**src/rtl/in_flip_fifo_rt.sv**
```systemverilog
// Ordered input buffer for FPU operand/result streams: head/tail FIFO with
// optional same-cycle bypass when empty, programmable pause threshold and sticky overflow.
module in_flip_fifo_rt #(
  parameter int WIDTH      = 32,
  parameter int DEPTH      = 4,
  parameter int PAUSE_FREE = 2,
  parameter int BYPASS     = 1
) (
  input  logic                     clk,
  input  logic                     rst,
  input  logic                     in_en,
  input  logic [WIDTH-1:0]         d_in,
  output logic                     pause,
  input  logic                     dout_en,
  output logic [WIDTH-1:0]         d_out,
  output logic                     do_,
  output logic [$clog2(DEPTH):0]   count,
  output logic                     ovf
);

  localparam int   PTR_W  = $clog2(DEPTH);
  localparam int   CNT_W  = PTR_W + 1;
  localparam logic BYP_EN = (BYPASS != 0);

  function automatic logic [PTR_W-1:0] ptr_inc(input logic [PTR_W-1:0] p);
    ptr_inc = p + 1'b1;
  endfunction

  logic [WIDTH-1:0] mem_p0 [DEPTH];
  logic [PTR_W-1:0] head_p0;
  logic [PTR_W-1:0] tail_p0;
  logic [CNT_W-1:0] count_p0;
  logic             ovf_p0;

  logic             empty;
  logic             full;
  logic [CNT_W-1:0] free;
  logic             sel_mem;
  logic             sel_byp;
  logic             vld_p0;
  logic             byp_taken;
  logic             push;
  logic             pop;
  logic             drop;
  logic [CNT_W-1:0] count_nxt;

  assign empty = (count_p0 == '0);
  assign full  = (count_p0 == CNT_W'(DEPTH));
  assign free  = CNT_W'(DEPTH) - count_p0;

  // Output qualification is forced idle while reset is held, so an in-flight
  // bypass cannot leak a transfer during reset.
  assign sel_mem = rst & ~empty;
  assign sel_byp = rst & empty & BYP_EN & in_en;
  assign vld_p0  = sel_mem | sel_byp;
  assign do_     = dout_en & vld_p0;
  assign d_out   = ({WIDTH{sel_mem}} & mem_p0[head_p0]) |
                   ({WIDTH{sel_byp}} & d_in);

  assign byp_taken = sel_byp & dout_en;
  assign push      = in_en & ~byp_taken & (~full | do_);
  assign pop       = do_ & ~empty;
  assign drop      = in_en & full & ~do_;
  assign count_nxt = count_p0 + CNT_W'(push) - CNT_W'(pop);

  assign pause = ~dout_en & (32'(free) < 32'(PAUSE_FREE));
  assign count = count_p0;
  assign ovf   = ovf_p0;

  // Stage p0: storage, pointers, occupancy and sticky overflow
  always_ff @(posedge clk or negedge rst) begin
    if (!rst) begin
      head_p0  <= '0;
      tail_p0  <= '0;
      count_p0 <= '0;
      ovf_p0   <= 1'b0;
      for (int i = 0; i < DEPTH; i++) begin
        mem_p0[i] <= '0;
      end
    end else begin
      if (push) begin
        mem_p0[tail_p0] <= d_in;
        tail_p0         <= ptr_inc(tail_p0);
      end
      if (pop) begin
        head_p0 <= ptr_inc(head_p0);
      end
      count_p0 <= count_nxt;
      if (drop) begin
        ovf_p0 <= 1'b1;
      end
    end
  end

endmodule

```
**config.mk**
```make
export PLATFORM = sky130hd
export DESIGN_NAME = in_flip_fifo_rt
export DESIGN_NICKNAME = d
export VERILOG_FILES = /design/src/rtl/in_flip_fifo_rt.sv
export SDC_FILE = /design/constraint.sdc
export NUM_CORES = 1
export LEC_CHECK = 0
export ABC_CLOCK_PERIOD_IN_PS = 2500
export CORE_ASPECT_RATIO = 0.9
export CORE_MARGIN = 3
export CORE_UTILIZATION = 51
export DETAILED_ROUTE_END_ITERATION = 8
export PLACE_DENSITY = 0.74
export SLEW_MARGIN = 5
export SYNTH_ARGS = -nofsm -noshare
export SYNTH_HDL_FRONTEND = slang
export SYNTH_SLANG_ARGS = --single-unit
```
**constraint.sdc**
```tcl
create_clock -name clk -period 2.5 [get_ports clk]
set_input_delay 0.625 -clock clk [delete_from_list [all_inputs] [get_ports clk]]
set_output_delay 0.625 -clock clk [all_outputs]
set_load 0.05 [all_outputs]
```
; Yosys cells after proc, flatten, opt, wreduce, memory -nomap -nowiden
; Index checks and enable logic that the tools add are counted.
; W data, S select, Z words.
[totals]
out_inout_bits = 38
elab_cells = 49
register_bits = 136
input_bits = 36
[op_classes]
n_eq_ne = 1
n_addsub = 5
order_cmp = 4
mux = 6
reduce_logical = 2
n_bitwise = 23
[ops]
columns = operator, n
row1 = $bwmux W128, 1
row2 = $mux W32, 3
row3 = $and A32 B32 Y32, 2
row4 = $bmux W32 S2, 1
row5 = $demux W32 S2, 1
row6 = $or A32 B32 Y32, 1
row7 = $and A1 B1 Y1, 11
row8 = $ge A3 B3 Y1 const B, 2
row9 = $not A2 Y3, 2
row10 = $not A1 Y1, 5
row11 = $add A2 B1 Y2 const B, 2
row12 = $add A3 B1 Y3, 1
row13 = $eq A3 B3 Y1 const B, 1
row14 = $logic_not A3 Y1, 1
row15 = $lt A3 B1 Y1 const B, 1
row16 = $lt A3 B2 Y1 const B, 1
row17 = $sub A3 B1 Y3, 1
row18 = $sub A3 B3 Y3 const A, 1
row19 = $or A1 B1 Y1, 2
row20 = $logic_and A1 B1 Y1, 1

; Logic depth before layout (Yosys ltp)
; Gate-level depths: netlist (run 1).
[logic_depth]
ltp_word = 9
mapped_depth = 12

; Worst setup path after synthesis (run 1)
; No wires, ideal clock.
[synth_timing]
path_kind = register to output
startpoint = reg count_p0[1] (netlist: count[1])
endpoint = out pause
required_time_ns = 1.875
path_stages_with_launch = 5
path_slack_ns = -0.512
n_path_buf = 0
arrival_ns = 2.387
path_cell_list = dfrtp_1 -> inv_1 -> ha_1 -> ha_1 -> nor3b_1
[synth_between]
elab_chain_len = 3
[synth_lines]
columns = element, line_no
row1 = "start, declared", 32  ; logic [CNT_W-1:0] count_p0;
row2 = "start signal, assigned", 88  ; count_p0 <= count_nxt;
row3 = $sub A3 B3 Y3, 49  ; assign free = CNT_W'(DEPTH) - count_p0;
row4 = $lt A3 B2 Y1, 66  ; assign pause = ~dout_en & (32'(free) < 32'(PAUSE_FREE));
row5 = $and A1 B1 Y1, 66
row6 = "end, declared", 13  ; output logic pause,
; No other way between the ends.

; Worst setup path in the final report (run 1)
[layout_timing]
startpoint = reg head_p0[0]
endpoint = out d_out[11]
[layout_between]
elab_chain_len = 6
[layout_lines]
columns = element, line_no
row1 = "start, declared", 30  ; logic [PTR_W-1:0] head_p0;
row2 = "start signal, assigned", 86  ; head_p0 <= ptr_inc(head_p0);
row3 = $not A2 Y3 (implied by the code), 57  ; assign d_out = ({WIDTH{sel_mem}} & mem_p0[head_p0]) |
row4 = $bmux W32 S2, 57
row5 = $mux W32 (implied by the code) (2 in series), 57
row6 = $and A32 B32 Y32, 57
row7 = $or A32 B32 Y32, 57
row8 = "end, declared", 15  ; output logic [WIDTH-1:0] d_out,
; No other way between the ends. The select of a mux whose other input is x is not followed.

==> impl_results.md, run 1 <==
* Outcome: finished with violations
* Failing checks: negative setup slack
* Commonest non-fill, non-tap cells in the layout: dfrtp_1, mux2_2, buf_12
* Slew headroom at 45.8%
* CTS tree: yes
* Syn Area/Cell at 16.1 sq um
* Tot GR Track Use at 21.3%
* Die footprint at 14100 sq um
* Worst clock skew at 0.00629 ns
* Worst Setup Slack, final at -0.136 ns
* Cell Area, Synth at 6460 sq um
* I/O Buffers at 73
* Die height at 113 microns
* Top cells by area, synth: dfrtp_1, mux2_2, mux4_2, a22o_1, buf_6
* Startpoint Class: flop
* Share of cells above drive strength 1 at 59.5%
* Clock buffer depth at 2
* Pleak at 3.76 nW
* # IOs at 74
* Maximum number of pins on one net before global-route repair at 67
* Synth top area share at 52.7%
* Root buffer cell: clkbuf_16
* Syn nets at 446
* Ys async rst share at 100%
* CP Launch Point: head_p0[0]
* Worst setup EP type: output pin
* DP Wirelength at 8830 microns
* Final Util at 72.7%
* Hold WC Path Type: input pin to async pin
* Vias in the first global route at 4412
* Crit-path max cell delay at 0.51 ns
* Top Layer Used: met4
* DRT Wirelength at 14300 microns
* Most common cell after layout, fill and taps aside: dfrtp_1
* WL met1 at 6470 microns
* Synthesis Warnings at 0
* Cell Rows at 38
* Power Density at 1540 nW/um^2
* Via Count at 3867
* Initial Utilization at 52.9%
* Crit-path cells: buf_12 -> clkbuf_16 -> mux4_2 -> a22o_4 -> buf_12
* Tightest Pin Transition at 0.813 ns
* Maximum vdd drop at 0.981 mV
* Vias/cell at 5.70
* Remaining antenna violation count at 0
* Register area at 3410 sq um
* Antenna cells at 0
* Detailed Route Iter0 Violations at 208
* CTS Buf Count at 17
* Cell taking the most area after synthesis: dfrtp_1
* Core Area at 12200 sq um
* Final hold slack at 0.0221 ns
* Clock Latency Late Sink at 0.41 ns
* Worst R2R Start: count[0]
* Post-synth EDFFs at 0
* Fillcell total at 723
* Post-synth cell types at 23
* Maximum clock rate at 379 MHz
* Post-route cell area at 8880 sq um
* DRC violation count after routing at 0
* Clock transition at path regs at 0.05 ns
* Top FF cell, synth: dfrtp_1
* Area grow syn2layout at 37.5%
* H-Tree Depth at 4
* Final setup fails at 32
* Final total power at 13.7 mW
* Sequential fraction of the synthesis area at 52.7%
* WS Path Type: flop to output pin
* Post-Layout Cell Count at 679
* Post-synthesis cell count at 400
* Layout Nets at 554
* GP Congestion at 0.732
* Synth Register Bits at 136
* Drt pass-1 iters at 4
* Met3 WL at 598 microns
* Area of the multi-input gates at 3000 sq um
* First-pass GRT wire length at 23400 microns
* Initial antenna violation count at 0
* Final Slew Violations at 0
* Dpl cell area at 7950 sq um
* Post-CTS Hold Buffers at 0
* Min Tclk post-route at 2.64 ns
* Clock sink count at 136
* Die X at 125 microns
* Period utilization at 105%
* Total congestion overflow at 0
* Final setup TNS at -3.13 ns
* Crit-path slowest cell: mux4_2
* Met2 WL at 7050 microns
* Worst-path maximum fanout at 6
* Avg WL per Cell at 21.1 microns
* CP Data Arrival Time at 2.01 ns
* RSZ-0062 raised after global routing: yes
* Maxcap violations at 0
* Hold Fails Final Rpt at 0
* Critical Path RT at 1.88 ns
* DP Worst Slack at -0.342 ns
* Placed cells at 636
* Cell mode on critical path: buf_12
-- sequential cells by signal (all words and copies together) (netlist names) --
name     count
mem_p0     128
tail_p0      2
ovf          1
head_p0      2
count        3
-- synthesized netlist by cell type, drive strengths merged, types with 2 or more instances --
cell	instances
ha	9
a21o	2
buf	21
dfrtp	136
mux2	129
a21oi	5
mux4	32
a22o	32
inv	10
xnor2	5
clkbuf	7
nand2	6
-- kinds of logic (layout without fill, tap and decap cells) --
logic type | Yosys count | count (layout) | share of synthesized area [%]
multiplexers | 161 | 161 | 33.6
adder cells (fa/ha/maj) | 10 | 10 | 2.05
AND/OR/NAND/NOR | 10 | 10 | 0.969
flip-flops | 136 | 136 | 52.7
XOR/XNOR | 5 | 5 | 0.678
buffers and inverters | 38 | 157 | 4.05
AO/OA/AOI/OAI | 40 | 40 | 5.91
-- path summary, 6_finish.rpt --
path                              endpoint  slack [ns]  cells past startpoint
worst max register to register    count[2]           0                     13
max in group asynchronous       head_p0[0]        0.64                      3
min in group clk                mem_p0[14]        0.48                      1
worst min register to register  mem_p0[14]        0.48                      1
worst max-delay path             d_out[11]       -0.14                      5
worst min-delay path              count[0]        0.02                      1
-- what timing repair did --
item,in CTS,in global routing
cloned,2,1
gates resized for setup,21,11
pin swaps,1,5
endpoints found under the setup margin,32,34
buffers inserted,8,3
-- layout make-up --
cell class              instances  share of cell area (%)
clock buffers                  22                    5.45
clock inverters                 8                    1.08
flip-flops and latches        136                    38.4
well taps                     160                    2.25
multi-input cells             226                    33.8
inverters                      10                   0.423
repair buffers                117                    18.6
-- critical path, delay by kind of cell, from the launching register on --
kind | cells | cell delay [ns]
buffers and inverters | 3 | 0.44
flip-flops | 1 | 0.40
multiplexers | 1 | 0.51
AO/OA/AOI/OAI | 1 | 0.24
-- routing by layer --
layer / track usage (%) / up-vias
met1: 28.6 / 2032
met3: 4.77 / 23
met5: 0 / -
li1: - / 1720
met4: 6.87 / 0
met2: 35.0 / 92
-- power breakdown --
group	internal, mW	leakage, nW	switching, mW	total [mW]
logic	4.13	1.86	3.20	7.33
registers	3.35	1.61	0.580	3.93
clock network	1.56	0.288	0.892	2.45
total	9.04	3.76	4.67	13.7
No activity file was read; power rests on OpenSTA's default activity.
==> inputs of run 2 (changes only) <==
Settings changed: CTS_CLUSTER_SIZE set to 30, GPL_ROUTABILITY_DRIVEN set to 1.
==> results of run 2 <==
Final layout, timing and power as in run 1 (identical DEF).
